## src/rtl/alu_word_seq_pkg.sv

```systemverilog
// Shared definitions for the 16-bit word sequencer: ALU opcode mnemonics,
// sequencer state encoding and a byte-select helper.
package alu_word_seq_pkg;

    typedef enum logic [2:0] {
        kAND = 3'd0,
        kLSH = 3'd1,
        kRSH = 3'd2,
        kXOR = 3'd3
    } op_mne;

    typedef enum logic [1:0] {
        IDLE = 2'd0,
        P1   = 2'd1,
        P2   = 2'd2,
        FIN  = 2'd3
    } seq_state_t;

    function automatic logic [7:0] sel_byte(input logic [15:0] word, input logic hi);
        sel_byte = hi ? word[15:8] : word[7:0];
    endfunction

endpackage

```

## src/rtl/alu_word_seq.sv

```systemverilog
// Two-pass 16-bit sequencer driving an external combinational 8-bit ALU;
// chains shift/carry between byte passes and assembles result and flags.
module alu_word_seq
    import alu_word_seq_pkg::*;
(
    input  logic        CLK,
    input  logic        RESET,
    input  logic        START,
    input  logic [2:0]  CMD,
    input  logic [15:0] A16,
    input  logic [15:0] B16,
    input  logic        CIN,
    output logic        BUSY,
    output logic        DONE,
    output logic [15:0] RESULT,
    output logic        COUT,
    output logic        ZERO16,
    output logic        ODD16,
    output logic [7:0]  ALU_A,
    output logic [7:0]  ALU_B,
    output logic [2:0]  ALU_OP,
    output logic        ALU_SC_IN,
    input  logic [7:0]  ALU_OUT,
    input  logic        ALU_SC_OUT,
    input  logic        ALU_BEVEN
);

    seq_state_t  state_q;
    op_mne       cmd_q;
    logic [15:0] a_q;
    logic [15:0] b_q;
    logic        par1_q;
    logic [15:0] result_q;
    logic [15:0] result_d;
    logic        busy_q;
    logic        done_q;
    logic        cout_q;
    logic        zero_q;
    logic        odd_q;
    logic [7:0]  alu_a_q;
    logic [7:0]  alu_b_q;
    logic [2:0]  alu_op_q;
    logic        alu_sc_q;
    logic        hi_first_s;

    // Right shifts process the MSW first so its shift-out feeds the LSW.
    assign hi_first_s = (cmd_q == kRSH);

    // Merge the current ALU byte into the word being assembled.
    always_comb begin
        result_d = result_q;
        case (state_q)
            P1: begin
                if (hi_first_s) result_d[15:8] = ALU_OUT;
                else            result_d[7:0]  = ALU_OUT;
            end
            P2: begin
                if (hi_first_s) result_d[7:0]  = ALU_OUT;
                else            result_d[15:8] = ALU_OUT;
            end
            default: result_d = result_q;
        endcase
    end

    // Sequencer state, latched operands, ALU drive and result/flag registers.
    always_ff @(posedge CLK) begin
        if (RESET) begin
            state_q  <= IDLE;
            cmd_q    <= kAND;
            a_q      <= 16'h0000;
            b_q      <= 16'h0000;
            par1_q   <= 1'b0;
            result_q <= 16'h0000;
            busy_q   <= 1'b0;
            done_q   <= 1'b0;
            cout_q   <= 1'b0;
            zero_q   <= 1'b0;
            odd_q    <= 1'b0;
            alu_a_q  <= 8'h00;
            alu_b_q  <= 8'h00;
            alu_op_q <= 3'd0;
            alu_sc_q <= 1'b0;
        end else begin
            case (state_q)
                IDLE: begin
                    done_q <= 1'b0;
                    if (START) begin
                        state_q  <= P1;
                        cmd_q    <= op_mne'(CMD);
                        a_q      <= A16;
                        b_q      <= B16;
                        busy_q   <= 1'b1;
                        alu_a_q  <= sel_byte(A16, CMD == kRSH);
                        alu_b_q  <= sel_byte(B16, CMD == kRSH);
                        alu_op_q <= CMD;
                        alu_sc_q <= CIN;
                    end
                end
                P1: begin
                    state_q  <= P2;
                    result_q <= result_d;
                    par1_q   <= ALU_BEVEN;
                    alu_a_q  <= sel_byte(a_q, !hi_first_s);
                    alu_b_q  <= sel_byte(b_q, !hi_first_s);
                    alu_sc_q <= ALU_SC_OUT;
                end
                P2: begin
                    state_q  <= FIN;
                    result_q <= result_d;
                    cout_q   <= ALU_SC_OUT;
                    odd_q    <= par1_q ^ ALU_BEVEN;
                    zero_q   <= ~|result_d;
                    busy_q   <= 1'b0;
                    done_q   <= 1'b1;
                    alu_a_q  <= 8'h00;
                    alu_b_q  <= 8'h00;
                    alu_op_q <= 3'd0;
                    alu_sc_q <= 1'b0;
                end
                FIN: begin
                    state_q <= IDLE;
                    done_q  <= 1'b0;
                end
                default: begin
                    state_q <= IDLE;
                    busy_q  <= 1'b0;
                    done_q  <= 1'b0;
                end
            endcase
        end
    end

    assign BUSY      = busy_q;
    assign DONE      = done_q;
    assign RESULT    = result_q;
    assign COUT      = cout_q;
    assign ZERO16    = zero_q;
    assign ODD16     = odd_q;
    assign ALU_A     = alu_a_q;
    assign ALU_B     = alu_b_q;
    assign ALU_OP    = alu_op_q;
    assign ALU_SC_IN = alu_sc_q;

endmodule

```

## config.mk

```make
export PLATFORM = sky130hd
export DESIGN_NAME = alu_word_seq
export DESIGN_NICKNAME = d
export VERILOG_FILES = /design/src/rtl/alu_word_seq_pkg.sv /design/src/rtl/alu_word_seq.sv
export SDC_FILE = /design/constraint.sdc
export NUM_CORES = 1
export LEC_CHECK = 0
export CORE_MARGIN = 5
export CORE_UTILIZATION = 44
export CTS_CLUSTER_SIZE = 8
export DETAILED_ROUTE_END_ITERATION = 16
export PLACE_DENSITY = 0.85
export SLEW_MARGIN = 20
export SYNTH_ARGS = -nofsm -noshare
export SYNTH_HDL_FRONTEND = slang
export SYNTH_SLANG_ARGS = --single-unit
```

## constraint.sdc

```tcl
create_clock -name CLK -period 1.9 [get_ports CLK]
set_input_delay 0.285 -clock CLK [delete_from_list [all_inputs] [get_ports CLK]]
set_output_delay 0.285 -clock CLK [all_outputs]
set_load 0.03 [all_outputs]
```

# After elaboration in Yosys (flattened, before gate mapping)
# Index checks and enable logic that the tools add are counted.
# W data, S select, Z words.
[totals]
regBits = 79
input_bits = 49
out_inout_bits = 41
[op_classes]
n_eq_ne = 6
muxes = 22
bitwise_logic = 1
reduce_logical = 11
[ops]
columns = ["op", "count"]
rows = [
  ["$mux W8", 10],
  ["$pmux W8 S3", 2],
  ["$pmux W16 S2", 1],
  ["$reduce_or A16 Y1", 1],
  ["$pmux W2 S4", 1],
  ["$eq A3 B2 Y1 const B", 2],
  ["$pmux W3 S2", 1],
  ["$reduce_and A2 Y1", 3],
  ["$eq A2 B2 Y1 const B", 2],
  ["$pmux W1 S2", 2],
  ["$reduce_bool A2 Y1", 2],
  ["$reduce_or A2 Y1", 2],
  ["$mux W3", 1],
  ["$pmux W1 S3", 1],
  ["$reduce_bool A3 Y1", 1],
  ["$eq A2 B1 Y1 const B", 1],
  ["$logic_not A2 Y1", 1],
  ["$mux W1", 2],
  ["$mux W2", 1],
  ["$ne A2 B2 Y1 const B", 1],
  ["$logic_not A1 Y1", 1],
  ["$xor A1 B1 Y1", 1],
]

# Logic depth before layout (Yosys ltp)
[depth]
depth_word = 5
mapped_depth = 8
depth_no_buf = 6

# Least setup slack after synthesis
# OpenSTA, ideal clock, no wires.
[synth_path]
path_type = "reg-to-reg"
startpoint = "register state_q[0]"
endpoint = "register alu_a_q[0] (netlist: ALU_A[0])"
t_arrival_ns = 1.767
required_ns = 1.822
slack_ns = 0.055
stages_incl_launch_ff = 8
path_cell_list = "dfxtp_1 inv_1 ha_1 and2_1 clkbuf_1 buf_1 a221oi_2 nor3_1"
[synth_between]
elab_chain_cells = 3
elab_cells_between_ends = 7
cone_classes = "3 x eq/ne; 1 x mux; 3 x reduce/logical"
[synth_rtl]
columns = ["item", "line_no", "source"]
rows = [
  ["start: declaration", "alu_word_seq.sv:28", "seq_state_t state_q;"],
  ["start signal: assignment", "alu_word_seq.sv:68", "state_q <= IDLE;"],
  ["start signal: assignment", "alu_word_seq.sv:88", "state_q <= P1;"],
  ["start signal: assignment", "alu_word_seq.sv:100", "state_q <= P2;"],
  ["$eq A2 B2 Y1 (tied with other cells)", "alu_word_seq.sv:84", "case (state_q)"],
  ["$reduce_bool A3 Y1 (no source line) / $ne A2 B2 Y1 (equally long branches)", "n/a", ""],
  ["$reduce_and A2 Y1 (no source line)", "n/a", ""],
  ["end signal: assignment", "alu_word_seq.sv:93", "alu_a_q <= sel_byte(A16, CMD == kRSH);"],
  ["end signal: assignment", "alu_word_seq.sv:103", "alu_a_q <= sel_byte(a_q, !hi_first_s);"],
  ["end: declaration", "alu_word_seq.sv:40", "logic [7:0] alu_a_q;"],
]
# Parallel ways exist; a longest one is shown, timed or not.
# A chain may end at the register's enable or synchronous reset.

# Worst setup path in the final report
[layout_path]
startpoint = "register state_q[0]"
endpoint = "register alu_b_q[1] (netlist: ALU_B[1])"
[layout_between]
elab_chain_cells = 3
elab_cells_between_ends = 7
cone_classes = "3 x eq/ne; 1 x mux; 3 x reduce/logical"
[layout_rtl]
columns = ["item", "line_no", "source"]
rows = [
  ["$eq A2 B2 Y1 (tied with other cells)", "alu_word_seq.sv:84", ""],
  ["$reduce_bool A3 Y1 (no source line) / $ne A2 B2 Y1 (equally long branches)", "n/a", ""],
  ["$reduce_and A2 Y1 (no source line)", "n/a", ""],
  ["end signal: assignment", "alu_word_seq.sv:94", "alu_b_q <= sel_byte(B16, CMD == kRSH);"],
  ["end signal: assignment", "alu_word_seq.sv:104", "alu_b_q <= sel_byte(b_q, !hi_first_s);"],
  ["end: declaration", "alu_word_seq.sv:41", "logic [7:0] alu_b_q;"],
]
# Parallel ways exist; a longest one is shown, timed or not.

==> key figures <==
Status
  • Outcome: finished, final reports clean

Placement
  • Dpl cells: just under 600
  • Post-DP Area: 0.004629 mm2
  • GPL Wtd Cong: about 0.88
  • HPWL after DPL: around 6600 um
  • Port bufs: between 80 and 90

STA
  • Fin crit share: 0.9328
  • RSZ-0062 raised after global routing: false
  • Final Hold Viols: 0
  • Slew @ Worst Pin: between 0.4 and 0.5 ns
  • Fmax: approximately 560 MHz
  • Final max-slew violation count: 0
  • Clock skew: about 0.015 ns
  • Slew HR: 0.6746
  • Tmin final: ~1.8 ns
  • Setup violators final: 0

Global routing
  • Initial antenna violation count: 0
  • Pin count of the biggest net entering global routing: 60
  • Vias in the first global route: 3269
  • Grt total ovfl: 0
  • First-pass GRT wire length: between 15000 and 20000 um
  • Aggregate global-route resource usage: 0.1890

Synthesis
  • Synth top area cells: dfxtp_1 44%, nand2_1 7.9%, mux2_2 7.3%, a21oi_1 6.2%, nor2_1 4.3%
  • Synthesis-stage register bit count: between 70 and 80
  • Synth warn: 0
  • Ys flop type: dfxtp_1
  • Post-Synthesis Cells: 397
  • Post-synth ARST share: 0
  • Register area share after synthesis: 0.4446
  • Post-Syn Area per Cell: about 9.0 um2
  • Library cells used by synthesis: 37
  • Post-Syn Area: 0.003557 mm2
  • Post-synthesis net count: 450
  • Dominant cell type by area after synthesis: dfxtp_1
  • Post-synth EDFFs: 0
  • Synth top area share: 0.4446

Critical path
  • WP data required: 2.12 ns
  • WS Path Type: register to register
  • CP max stage delay: between 0.3 and 0.4 ns
  • Worst setup SP type: register
  • Critical path cell sequence: inv_1 > ha_4 > inv_1 > o21a_1 > buf_4 > a221oi_1 > nor3_1
  • Family with the most delay on the worst path: buffers and inverters
  • CP max FO: 16
  • Critical path arrival: around 2.0 ns
  • Worst path bufs/invs: 3
  • Nature of the critical path endpoint: register
  • Crit-path most repeated cell: inv_1
  • CP max stage cell: dfxtp_1

Clocking
  • Clock slew at reported path FFs: about 0.080 ns
  • CTS Buffer Depth: 2
  • CTS tree: yes
  • Total setup buffers inserted after CTS: 0
  • H-tree levels: 3
  • CTS Buf Count: 9
  • Clock sinks: 79
  • Latest clock arrival within the worst-skew pair: ~0.35 ns
  • Clock root buffer: clkbuf_8

Route
  • Iter 0 DRT Violations: 168
  • Via count: 3229
  • DRC: 0
  • WL/cell: 15.83 um
  • Detail Route Antenna Nets: 0
  • TritonRoute pass-1 iters: 4
  • Routed WL: 9405 um
  • DR vias/cell: roughly 5.4

Finish
  • Ratio of cells with drive above 1 in the final layout: 0.1687
  • N_diodes: 0
  • Synthesis-to-layout area growth: 36.83%
  • Nets@finish: 540
  • Cell area after layout: about 0.0049 mm2
  • Non-filler instance count after layout: a little under 600

Flow run
  • Max Cap Viol: 0

Pwr
  • Peak supply drop: approximately 0.0009 V
  • Power per cell area: approximately 1600 mW/mm2
  • Leak: between 1.5 and 2 nW

Die
  • Std cell rows: 32
  • I/O pins: 90
  • Initial Utilization: 0.4556
  • Die Y: between 90 and 100 um
  • Die width: 99.92 um
  • Core area: between 0.007 and 0.008 mm2
  • DIE AREA: about 0.010 mm2

Min path
  • Hold/Removal Path Class: input pin to register
-- placed cells by master (no fill, tap or decap), types with 3 or more instances in the layout --
cell and count:
nor2_1 41, mux2_4 10, nor4_1 5, ha_1 3
clkbuf_8 9, a21oi_1 44, nand3_1 5, inv_1 4
buf_12 4, a211oi_1 3, a221oi_2 10, mux2i_1 5
a221oi_1 6, a32oi_1 7, clkdlybuf4s50_1 88, a22oi_1 9
nand2_1 75, nor3_1 16, dfxtp_1 79, nand2b_1 3
buf_4 14, mux2_2 23
-- per-layer routing --
| metal | vias up | share of wire | GRT usage |
|---|---|---|---|
| met2 | 111 | 0.51 | 0.3258 |
| met1 | 1530 | 0.41 | 0.2292 |
| met5 | - | 0 | 0 |
| met4 | 0 | 0.0046 | 0.03992 |
| li1 | 1582 | - | - |
| met3 | 6 | 0.073 | 0.06324 |
-- worst register-to-register path, delay by kind of cell, from the launching register on --
kind,cells,cell delay [ns]
buffers and inverters,3,0.43
adder cells (fa/ha/maj),1,0.33
flip-flops,1,0.39
AND/OR/NAND/NOR,1,0.08
AO/OA/AOI/OAI,2,0.43
-- final timing paths --
check,slack [ns],cells after the start,from,endpoint
worst max-delay path,0.13,7,state_q[0],ALU_B[1]
worst min-delay path,0.35,2,RESET,RESULT[11]
worst max register to register,0.13,7,state_q[0],ALU_B[1]
worst min register to register,0.46,2,a_q[3],a_q[3]
-- logic make-up after synthesis --
group	synth area share
AO/OA/AOI/OAI	0.1748
multiplexers	0.1354
flip-flops	0.4446
AND/OR/NAND/NOR	0.1889
XOR/XNOR	0.002463
adder cells (fa/ha/maj)	0.01407
buffers and inverters	0.03974
-- where the power goes --
part / switching (W) / internal [W] / total, W
Sequential: 0.000265 / 0.00211 / 0.00238
Clock: 0.000628 / 0.000750 / 0.00138
Combinational: 0.00241 / 0.00174 / 0.00415
Total: 0.00330 / 0.00460 / 0.00791
-- metrics by stage --
step | hold WS [ns] | TNS [ns] | total power, W | setup WS (ns) | util
4_1_cts | 0.3320 | 0 | 0.007868 | 0.003545 | 0.6218
3_3_place_gp | 0.4383 | -0.5428 | 0.006342 | -0.06449 | 0.5929
3_5_place_dp | 0.4484 | -1.604 | 0.006468 | -0.1201 | 0.5929
5_1_grt | 0.3507 | 0 | 0.008412 | 0.02527 | 0.6234
2_1_floorplan | 0.4210 | 0 | 0.005021 | 0.05468 | -
6_report | 0.3487 | 0 | 0.007907 | 0.1277 | 0.6234
-- flip-flops by register name (all words and copies together) (netlist names) --
name,cells
ALU_A,8
ALU_B,8
ALU_OP,3
ALU_SC_IN,1
BUSY,1
COUT,1
DONE,1
ODD16,1
RESULT,16
ZERO16,1
a_q,16
b_q,16
cmd_q,3
par1_q,1
state_q,2
-- synth_stat cells, types with 2 or more instances --
| cell type | n |
|---|---|
| ha_1 | 4 |
| a221oi_2 | 10 |
| a221oi_1 | 6 |
| clkbuf_1 | 18 |
| nor2_1 | 41 |
| nor3_1 | 16 |
| a32oi_1 | 7 |
| nand2_1 | 75 |
| nand3_1 | 5 |
| dfxtp_1 | 79 |
| a21oi_1 | 44 |
| a22oi_1 | 9 |
| buf_1 | 3 |
| a211oi_1 | 3 |
| mux2i_1 | 5 |
| buf_6 | 2 |
| nor3b_1 | 2 |
| buf_2 | 5 |
| and2_1 | 2 |
| nor4_1 | 5 |
| inv_1 | 4 |
| nand2b_1 | 3 |
| nor2b_1 | 3 |
| mux2_4 | 10 |
| mux2_2 | 23 |
| o21ai_0 | 2 |
-- what timing repair did --
| item | CTS | global route |
|---|---|---|
| gates cloned | 0 | 0 |
| hold buffers | 0 | 0 |
| gates resized for setup | 2 | 2 |
| setup endpoints to repair | 8 | 25 |
-- final cells by class --
class,instances,area [um2]
Fill cell,640,2940
Multi-Input combinational cell,286,1852
Inverter,4,15.01
Sequential cell,79,1582
Clock inverter,6,92.59
Tap cell,102,127.6
Clock buffer,10,127.6
Timing Repair Buffer,107,1071
Power figures use the tool's default switching activity.
